File: config.mk
export PLATFORM = sky130hd
export DESIGN_NAME = pc_fetch_unit_flat
export DESIGN_NICKNAME = d
export VERILOG_FILES = /design/src/rtl/cu_pkg.sv /design/src/rtl/pc_fetch_unit_if.sv /design/src/rtl/pc_fetch_unit_adder.sv /design/src/rtl/pc_fetch_unit.sv /design/src/flat_wrapper.sv
export SDC_FILE = /design/constraint.sdc
export NUM_CORES = 1
export LEC_CHECK = 0
export CORE_MARGIN = 4
export CORE_UTILIZATION = 45
export DETAILED_ROUTE_END_ITERATION = 8
export PLACE_DENSITY_LB_ADDON = 0.12
export SYNTH_ARGS = -nofsm -noshare
export SYNTH_HDL_FRONTEND = slang
export SYNTH_SLANG_ARGS = --single-unit
File: constraint.sdc
create_clock -name i_clk -period 3.1 [get_ports i_clk]
set_input_delay 0.62 -clock i_clk [delete_from_list [all_inputs] [get_ports i_clk]]
set_output_delay 0.62 -clock i_clk [all_outputs]
set_load 0.01 [all_outputs]
File: src/rtl/cu_pkg.sv
// Encodings shared by the fetch stage and the control unit: adder operand selects,
// fetch FSM states and the default reset PC. Combinational only; no backpressure.
package cu_pkg;

  localparam logic [1:0] MODE12K_ONE = 2'b00;
  localparam logic [1:0] MODE12K_K16 = 2'b01;
  localparam logic [1:0] MODE12K_K12 = 2'b10;
  localparam logic [1:0] MODE12K_TWO = 2'b11;

  localparam logic [1:0] MODEAZ_PC   = 2'b00;
  localparam logic [1:0] MODEAZ_ZERO = 2'b01;
  localparam logic [1:0] MODEAZ_Z    = 2'b10;

  localparam logic [15:0] P_RESET_PC_DEF = 16'h0000;

  typedef enum logic [1:0] {
    FS_IDLE = 2'b00,
    FS_REQ  = 2'b01,
    FS_DONE = 2'b10
  } fetch_state_t;

endpackage

File: src/rtl/pc_fetch_unit_if.sv
// Program-memory read port: req/addr held until ack; one data word per ack.
// No buffering; the master holds the request until the slave acks.
interface pc_fetch_unit_if #(
  parameter int P_AW = 16
);
  logic            pm_req;
  logic [P_AW-1:0] pm_addr;
  logic            pm_ack;
  logic [15:0]     pm_data;

  modport master (
    output pm_req,
    output pm_addr,
    input  pm_ack,
    input  pm_data
  );

  modport slave (
    input  pm_req,
    input  pm_addr,
    output pm_ack,
    output pm_data
  );
endinterface

File: src/rtl/pc_fetch_unit_adder.sv
// Next-PC adder: operand muxes plus a wrap-around add, purely combinational.
// Zero latency; no handshake, the caller decides when to load the result.
module pc_addr_adder
  import cu_pkg::*;
#(
  parameter int P_AW = 16
) (
  input  logic [P_AW-1:0] pc,
  input  logic [1:0]      mode_12k,
  input  logic [1:0]      mode_add_za,
  input  logic [15:0]     k,
  input  logic [15:0]     z,
  output logic [P_AW-1:0] next_pc
);

  logic [P_AW-1:0] op_a;
  logic [P_AW-1:0] op_b;

  always_comb begin
    op_a = pc;
    case (mode_add_za)
      MODEAZ_ZERO: op_a = '0;
      MODEAZ_Z:    op_a = P_AW'(z);
      default:     op_a = pc;  // 2'b11 is reserved and behaves like PC
    endcase
  end

  always_comb begin
    op_b = P_AW'(1);
    case (mode_12k)
      MODE12K_ONE: op_b = P_AW'(1);
      MODE12K_K16: op_b = P_AW'(k);
      MODE12K_K12: op_b = P_AW'($signed(k[11:0]));
      MODE12K_TWO: op_b = P_AW'(2);
      default:     op_b = P_AW'(1);
    endcase
  end

  assign next_pc = op_a + op_b;

endmodule

File: src/rtl/pc_fetch_unit.sv
// PC/IR fetch stage: one outstanding program-memory read, 3-cycle minimum issue interval.
// Fetch requests while busy are dropped; memory wait states stretch the REQ state.
module pc_fetch_unit
  import cu_pkg::*;
#(
  parameter int              P_AW       = 16,
  parameter logic [P_AW-1:0] P_RESET_PC = P_AW'(P_RESET_PC_DEF)
) (
  input  logic              i_clk,
  input  logic              i_reset,
  input  logic              i_loadPC,
  input  logic [1:0]        i_mode12K,
  input  logic [1:0]        i_modeAddZA,
  input  logic              i_modePCZ,
  input  logic [15:0]       i_K,
  input  logic [15:0]       i_Z,
  input  logic              i_fetch,
  output logic              o_busy,
  output logic [15:0]       o_IR,
  output logic              o_ir_valid,
  output logic [15:0]       o_pm_dout,
  output logic              o_dout_valid,
  output logic [P_AW-1:0]   o_PC,
  pc_fetch_unit_if.master   pm
);

  fetch_state_t    state;
  logic [P_AW-1:0] pc;
  logic [P_AW-1:0] addr;
  logic            dest_data;
  logic            req;
  logic            busy;
  logic            ir_valid;
  logic            dout_valid;
  logic [15:0]     ir;
  logic [15:0]     pm_dout;
  logic [P_AW-1:0] next_pc;
  logic            inst_fetch_accept;

  pc_addr_adder #(.P_AW(P_AW)) u_adder (
    .pc          (pc),
    .mode_12k    (i_mode12K),
    .mode_add_za (i_modeAddZA),
    .k           (i_K),
    .z           (i_Z),
    .next_pc     (next_pc)
  );

  assign inst_fetch_accept = (state == FS_IDLE) && i_fetch && !i_modePCZ;

  always_ff @(posedge i_clk or posedge i_reset) begin
    if (i_reset) begin
      state      <= FS_IDLE;
      pc         <= P_RESET_PC;
      addr       <= '0;
      dest_data  <= 1'b0;
      req        <= 1'b0;
      busy       <= 1'b0;
      ir_valid   <= 1'b0;
      dout_valid <= 1'b0;
      ir         <= 16'h0000;
      pm_dout    <= 16'h0000;
    end else begin
      ir_valid   <= 1'b0;
      dout_valid <= 1'b0;

      // An explicit PC load overrides the post-fetch increment.
      if (i_loadPC) begin
        pc <= next_pc;
      end else if (inst_fetch_accept) begin
        pc <= pc + P_AW'(1);
      end

      case (state)
        FS_IDLE: begin
          if (i_fetch) begin
            addr      <= i_modePCZ ? P_AW'(i_Z) : pc;
            dest_data <= i_modePCZ;
            req       <= 1'b1;
            busy      <= 1'b1;
            state     <= FS_REQ;
          end
        end
        FS_REQ: begin
          if (pm.pm_ack) begin
            if (dest_data) pm_dout <= pm.pm_data;
            else           ir      <= pm.pm_data;
            dout_valid <= dest_data;
            ir_valid   <= !dest_data;
            req        <= 1'b0;
            state      <= FS_DONE;
          end
        end
        FS_DONE: begin
          busy  <= 1'b0;
          state <= FS_IDLE;
        end
        default: begin
          req   <= 1'b0;
          busy  <= 1'b0;
          state <= FS_IDLE;
        end
      endcase
    end
  end

  assign pm.pm_req    = req;
  assign pm.pm_addr   = addr;
  assign o_busy       = busy;
  assign o_IR         = ir;
  assign o_ir_valid   = ir_valid;
  assign o_pm_dout    = pm_dout;
  assign o_dout_valid = dout_valid;
  assign o_PC         = pc;

endmodule

File: src/flat_wrapper.sv
// flat-port wrapper written by rule: the top's interface ports become plain ports
module pc_fetch_unit_flat import cu_pkg::*;
#(
  parameter int              P_AW       = 16,
  parameter logic [P_AW-1:0] P_RESET_PC = P_AW'(P_RESET_PC_DEF)
)
  (i_clk, i_reset, i_loadPC, i_mode12K, i_modeAddZA, i_modePCZ, i_K, i_Z, i_fetch, o_busy, o_IR, o_ir_valid, o_pm_dout, o_dout_valid, o_PC, pm_pm_req, pm_pm_addr, pm_pm_ack, pm_pm_data);
  pc_fetch_unit_if #(.P_AW(P_AW)) pm_i ();
  input  logic i_clk;
  input  logic i_reset;
  input  logic i_loadPC;
  input  logic [1:0] i_mode12K;
  input  logic [1:0] i_modeAddZA;
  input  logic i_modePCZ;
  input  logic [15:0] i_K;
  input  logic [15:0] i_Z;
  input  logic i_fetch;
  output logic o_busy;
  output logic [15:0] o_IR;
  output logic o_ir_valid;
  output logic [15:0] o_pm_dout;
  output logic o_dout_valid;
  output logic [P_AW-1:0] o_PC;
  output wire logic [$bits(pm_i.pm_req)-1:0] pm_pm_req;
  output wire logic [$bits(pm_i.pm_addr)-1:0] pm_pm_addr;
  input wire logic [$bits(pm_i.pm_ack)-1:0] pm_pm_ack;
  input wire logic [$bits(pm_i.pm_data)-1:0] pm_pm_data;
  assign pm_pm_req = pm_i.pm_req;
  assign pm_pm_addr = pm_i.pm_addr;
  assign pm_i.pm_ack = pm_pm_ack;
  assign pm_i.pm_data = pm_pm_data;
  pc_fetch_unit #(.P_AW(P_AW), .P_RESET_PC(P_RESET_PC)) u_core (.i_clk(i_clk), .i_reset(i_reset), .i_loadPC(i_loadPC), .i_mode12K(i_mode12K), .i_modeAddZA(i_modeAddZA), .i_modePCZ(i_modePCZ), .i_K(i_K), .i_Z(i_Z), .i_fetch(i_fetch), .o_busy(o_busy), .o_IR(o_IR), .o_ir_valid(o_ir_valid), .o_pm_dout(o_pm_dout), .o_dout_valid(o_dout_valid), .o_PC(o_PC), .pm(pm_i));
endmodule
After elaboration in Yosys (flattened, before gate mapping)
Index checks and enable logic that the tools add are counted.

Logic and storage cells: 53. Output and inout port bits: 68. Register bits: 71. Bits of input ports: 58.

Equal/unequal tests: 9. Reductions and logical operators: 13. Bitwise logic cells: 3. $add $sub $neg: 2. Mux-type cells: 16.

Operators with widths (number): $pmux 16 s4 (1); $mux 16 (3); $pmux 16 s2 (1); $add 16x1->16 const B (1); $add 16x16->16 (1); $reduce_and 3->1 (3); $eq 2x2->1 const B (4); $eq 2x1->1 const B (3); $mux 1 (6); $reduce_and 2->1 (3); $logic_not 2->1 (2); $mux 2 (2); $ne 2x2->1 const B (2); $pmux 2 s2 (1); $not 1->1 (3); $pmux 1 s3 (1); $logic_and 1x1->1 (2); $logic_not 1->1 (2); $pmux 1 s2 (1); $reduce_bool 2->1 (1).

Depth between registers and ports, before layout
Depth after elaboration: 5. Gate-level depth with buffers: 16. Mapped depth without buffers: 14.

Cells and area by module
Synthesis repeated with hierarchy kept, for this count alone.

Cells, all modules: 408. Area, all modules: 4122.7 um^2.

Modules (own cells, without submodules): pc_fetch_unit (cells each 261, instances 1, seq. area each 1776.7 um^2, area each 3051.7 um^2); pc_addr_adder (cells each 147, instances 1, seq. area each 0.0 um^2, area each 1071.0 um^2).

Least setup slack after synthesis
OpenSTA, ideal clock, no wires.

Path type: input -> register. Start point: in i_modeAddZA[0]. End point: reg u_core.pc[12] (netlist: u_core.o_PC[12]). Setup time: 0.120 ns. Stages on the path: 14. Setup slack: -0.549 ns. Buffers on the path: 2. Arrival time: 3.529 ns. Required time: 2.980 ns. Cells stage by stage: inv_1 > ha_1 > clkbuf_1 > nor2b_1 > clkbuf_1 > a22o_1 > ha_1 > nor2b_1 > o31ai_2 > a21oi_1 > a41o_1 > o21a_1 > or3_1 > a31o_2.

Longest elaborated chain between the ends: 4. Elaborated cells on any way between the ends: 5. Those cells by class: 1 x add/sub; 2 x eq/ne; 2 x mux.

Ends and longest elaborated chain: start, declared (RTL line flat_wrapper.sv:13) `input logic [1:0] i_modeAddZA;`; $eq 2x2->1 / $eq 2x1->1 (equally long branches) (RTL line pc_fetch_unit_adder.sv:21) `case (mode_add_za)`; $pmux 16 s2 * (RTL line pc_fetch_unit_adder.sv:21); $add 16x16->16 * (RTL line pc_fetch_unit_adder.sv:39) `assign next_pc = op_a + op_b;`; $mux 16 * (RTL line pc_fetch_unit.sv:68) `if (i_loadPC) begin`; end signal, assigned (RTL line pc_fetch_unit.sv:69) `pc <= next_pc;`; end signal, assigned (RTL line pc_fetch_unit.sv:71) `pc <= pc + P_AW'(1);`; end, declared (RTL line pc_fetch_unit.sv:28) `logic [P_AW-1:0] pc;`.

Every way passes the cells marked *; elsewhere a longest branch is shown, timed or not. A chain may end at the register's enable or synchronous reset.

Worst setup path after layout
Start point: in i_mode12K[0]. End point: reg u_core.pc[12] (netlist: u_core.o_PC[12]).

Longest elaborated chain between the ends: 4. Elaborated cells on any way between the ends: 7. Those cells by class: 1 x add/sub; 3 x eq/ne; 2 x mux; 1 x reduce/logical.

Ends and longest elaborated chain: start, declared (RTL line flat_wrapper.sv:12) `input logic [1:0] i_mode12K;`; $eq 2x2->1 (tied with other cells) (RTL line pc_fetch_unit_adder.sv:30) `case (mode_12k)`; $pmux 16 s4 * (RTL line pc_fetch_unit_adder.sv:30); $add 16x16->16 * (RTL line pc_fetch_unit_adder.sv:39); $mux 16 * (RTL line pc_fetch_unit.sv:68).

Marked as above.

==> metrics.txt <==
area of the multi-input gates 2240 um^2; power density cells between 800 and 900 nW/um^2; MaxCap Viol Count 0; dpl cells roughly 650; non-filler cells, final 670; Worst path max stage delay approximately 500 ps; drt pass-1 iters 5; Iter 0 DRT Violations 131; synthesized instance count between 300 and 400; Clock Path Buffers 2; first-pass GRT wire length approximately 18000 um; top cells by count, synth dfrtp_1 (71), a21oi_1 (38), nor2_1 (36); Routed Antenna Nets 0; Worst EP arrival ~3300 ps; chip width between 100 and 150 um; synthesis-stage register bit count roughly 70; Critical Path Start Type input pin; crit path kind in2reg; WHS a little over 500 ps; final instance area 6080 um^2; Worst-path clk slew roughly 80 ps; status finished, final reports clean; area leader, netlist dfrtp_1; Layout Nets between 600 and 700; Worst Path Required around 3300 ps; Num CTS Buffers 9; Setup crit end kind flip-flop; critical path's top delay family compound AO/OA/AOI/OAI gates; core footprint 8680 um^2; Area contributors post-synth dfrtp_1 (44%), mux2_2 (9.3%), ha_1 (5.3%); Vias ~3600; WP buf/inv 3; Clk Latency, worst-skew pair approximately 340 ps; minimum clock period between 3000 and 4000 ps; count of input and output buffers between 100 and 150; largest net degree at the start of global routing 40; asr flop ratio synth 1.00; Final Wtd Congestion ~0.86; Slew Viols, Final 0; Initial Util 0.461; Post-CTS Hold Buffers 0; Slew Limit Headroom 0.506; I/O pins 126; DRC 0; gr ovfl total 0; std cell rows 34; Final WS setup roughly 61 ps; Detail Placement HPWL 8540 um; TNS Setup 0 ps; Tcrit/Tclk final 0.980; WL/cell between 15 and 20 um; FILL cells about 700; synthesized area 4000 um^2; Core Util, Final 0.701; die area 10500 um^2; Critical-path top delay cell clkdlybuf4s50_1; Pwr Total roughly 5.0 mW; layout cell share with drive strength beyond 1 0.221; H-Tree Depth 3; most common cell in the netlist dfrtp_1; vias in the first global route approximately 3600; Ant. Diodes 0; YS warnings 0; CP Cell Sequence clkdlybuf4s50_1 > inv_1 > maj3_2 > ha_2 > inv_2 > fa_2 > nor2b_4 > o31ai_4 > a21oi_2 > a41o_1 > o21a_1 > or3_1 > a31o_2; maximum fanout along the worst path 2; Post-synth EDFFs 0; class of the worst hold path reg2reg; Yosys top cell area share 0.444; Root Driver clkbuf_8; Global Route Usage Sum 0.220; VDD IR max approximately 0.50 mV; Netlist cell types 45; Seq/Total Area, Yosys 0.444; initial antenna violation count 0; worst slack, placed -704 ps; CTS Sinks 71; Reg area between 1500 and 2000 um^2; fmax 0.329 GHz; Final Hold Viols 0; top_reg_cell synth dfrtp_1; Worst-Margin Slew approximately 740 ps; Avg Inst Size Synth around 10 um^2; final setup fails 0; Clock Skew between 7 and 8 ps; syn nets about 460; CTS tree yes; Pleak 2.65 nW; placed inst area around 5800 um^2; Die H slightly above 100 um; Area Overhead vs Synth 52.0%; routed wire length between 10000 and 15000 um; DR vias/cell 5.43
==> worst paths after layout <==
check	startpoint	endpoint	slack (ps)	cells after the start
worst max-delay path	i_mode12K[0]	u_core.o_PC[12]	60	13
worst min-delay path	u_core.o_IR[0]	u_core.o_IR[0]	500	1
worst max register to register	u_core.o_PC[0]	u_core.o_PC[12]	610	11
worst min register to register	u_core.o_IR[0]	u_core.o_IR[0]	500	1
max in group asynchronous	i_reset	u_core.o_PC[9]	1730	3
min in group asynchronous	i_reset	u_core.o_IR[3]	710	2
==> per-layer routing <==
| layer | vias up | track usage | part of all wire |
|---|---|---|---|
| li1 | 1731 | - | - |
| met1 | 1766 | 0.296 | 0.42 |
| met2 | 128 | 0.362 | 0.49 |
| met3 | 12 | 0.0491 | 0.075 |
| met4 | 0 | 0.0575 | 0.012 |
| met5 | - | 0 | 0 |
==> cells in the final DEF (no fill, tap or decap), drive strengths merged, types with 2 or more instances in the layout <==
cell           synthesis  final
nand3                  6      6
xnor2                 14     14
a22o                  13     13
dfrtp                 71     71
clkdlybuf4s50          0    122
nand4                  6      6
clkbuf                10     11
mux2i                 16     16
o21bai                 2      2
o22ai                  2      2
a211oi                 3      3
a31o                   2      2
xor2                  11     11
and2                  10     10
o21a                   3      3
nor2b                  8      8
mux2                  33     33
a21oi                 38     38
nand2                 19     19
o31ai                  2      2
nor2                  36     36
and3                   3      3
o21ai                 14     14
buf                    5     50
nand2b                 2      2
a311oi                 2      2
and4                   3      3
inv                   12     12
nor3                   4      4
dlygate4sd2            0      2
a22oi                  2      2
a21o                   6      6
ha                    17     17
a21boi                 2      2
bufinv                 0      3
==> sequential cells by signal (all words and copies together), names as in the netlist <==
signal,count
u_core.dest_data,1
u_core.o_PC,16
u_core.o_ir_valid,1
u_core.pm.pm_addr,16
u_core.o_pm_dout,16
u_core.pm.pm_req,1
u_core.o_IR,16
u_core.state,2
u_core.o_dout_valid,1
u_core.o_busy,1
==> power breakdown <==
| group | leakage [nW] | switching, mW | total [mW] | internal [mW] |
|---|---|---|---|---|
| registers | 0.830 | 0.343 | 1.69 | 1.35 |
| logic | 1.70 | 0.993 | 2.44 | 1.44 |
| clock network | 0.119 | 0.346 | 0.900 | 0.553 |
==> worst reg2reg max path: stages (launching register included) <==
cell	delay, ps
dfrtp_1	400
a22o_1	230
ha_2	180
inv_2	60
fa_2	240
nor2b_4	60
o31ai_4	200
a21oi_2	100
a41o_1	220
o21a_1	180
or3_1	300
a31o_2	230
==> what timing repair did <==
item,CTS,global route
setup buffers,1,1
resized for setup,9,11
pin swaps,2,5
setup endpoints to repair,9,7
==> area by class of cell <==
| cell class | count | share of cell area |
|---|---|---|
| Multi-Input combinational cell | 289 | 0.368 |
| Sequential cell | 71 | 0.292 |
| Timing Repair Buffer | 175 | 0.269 |
| Clock buffer | 10 | 0.0226 |
| Tap cell | 108 | 0.0222 |
| Clock inverter | 5 | 0.0175 |
| Inverter | 12 | 0.00864 |
==> cell families (layout without fill, tap and decap cells) <==
logic type	Yosys count	count (layout)	share of synthesized area
adders and majority gates	19	19	0.0607
xor gates and xnor gates	25	25	0.0547
and+or+nand+nor	100	100	0.126
muxes	49	49	0.133
DFF	71	71	0.444
buffers and inverters	27	202	0.0260
AOI/OAI and AO/OA	96	96	0.156
No activity file was read; power rests on OpenSTA's default activity.
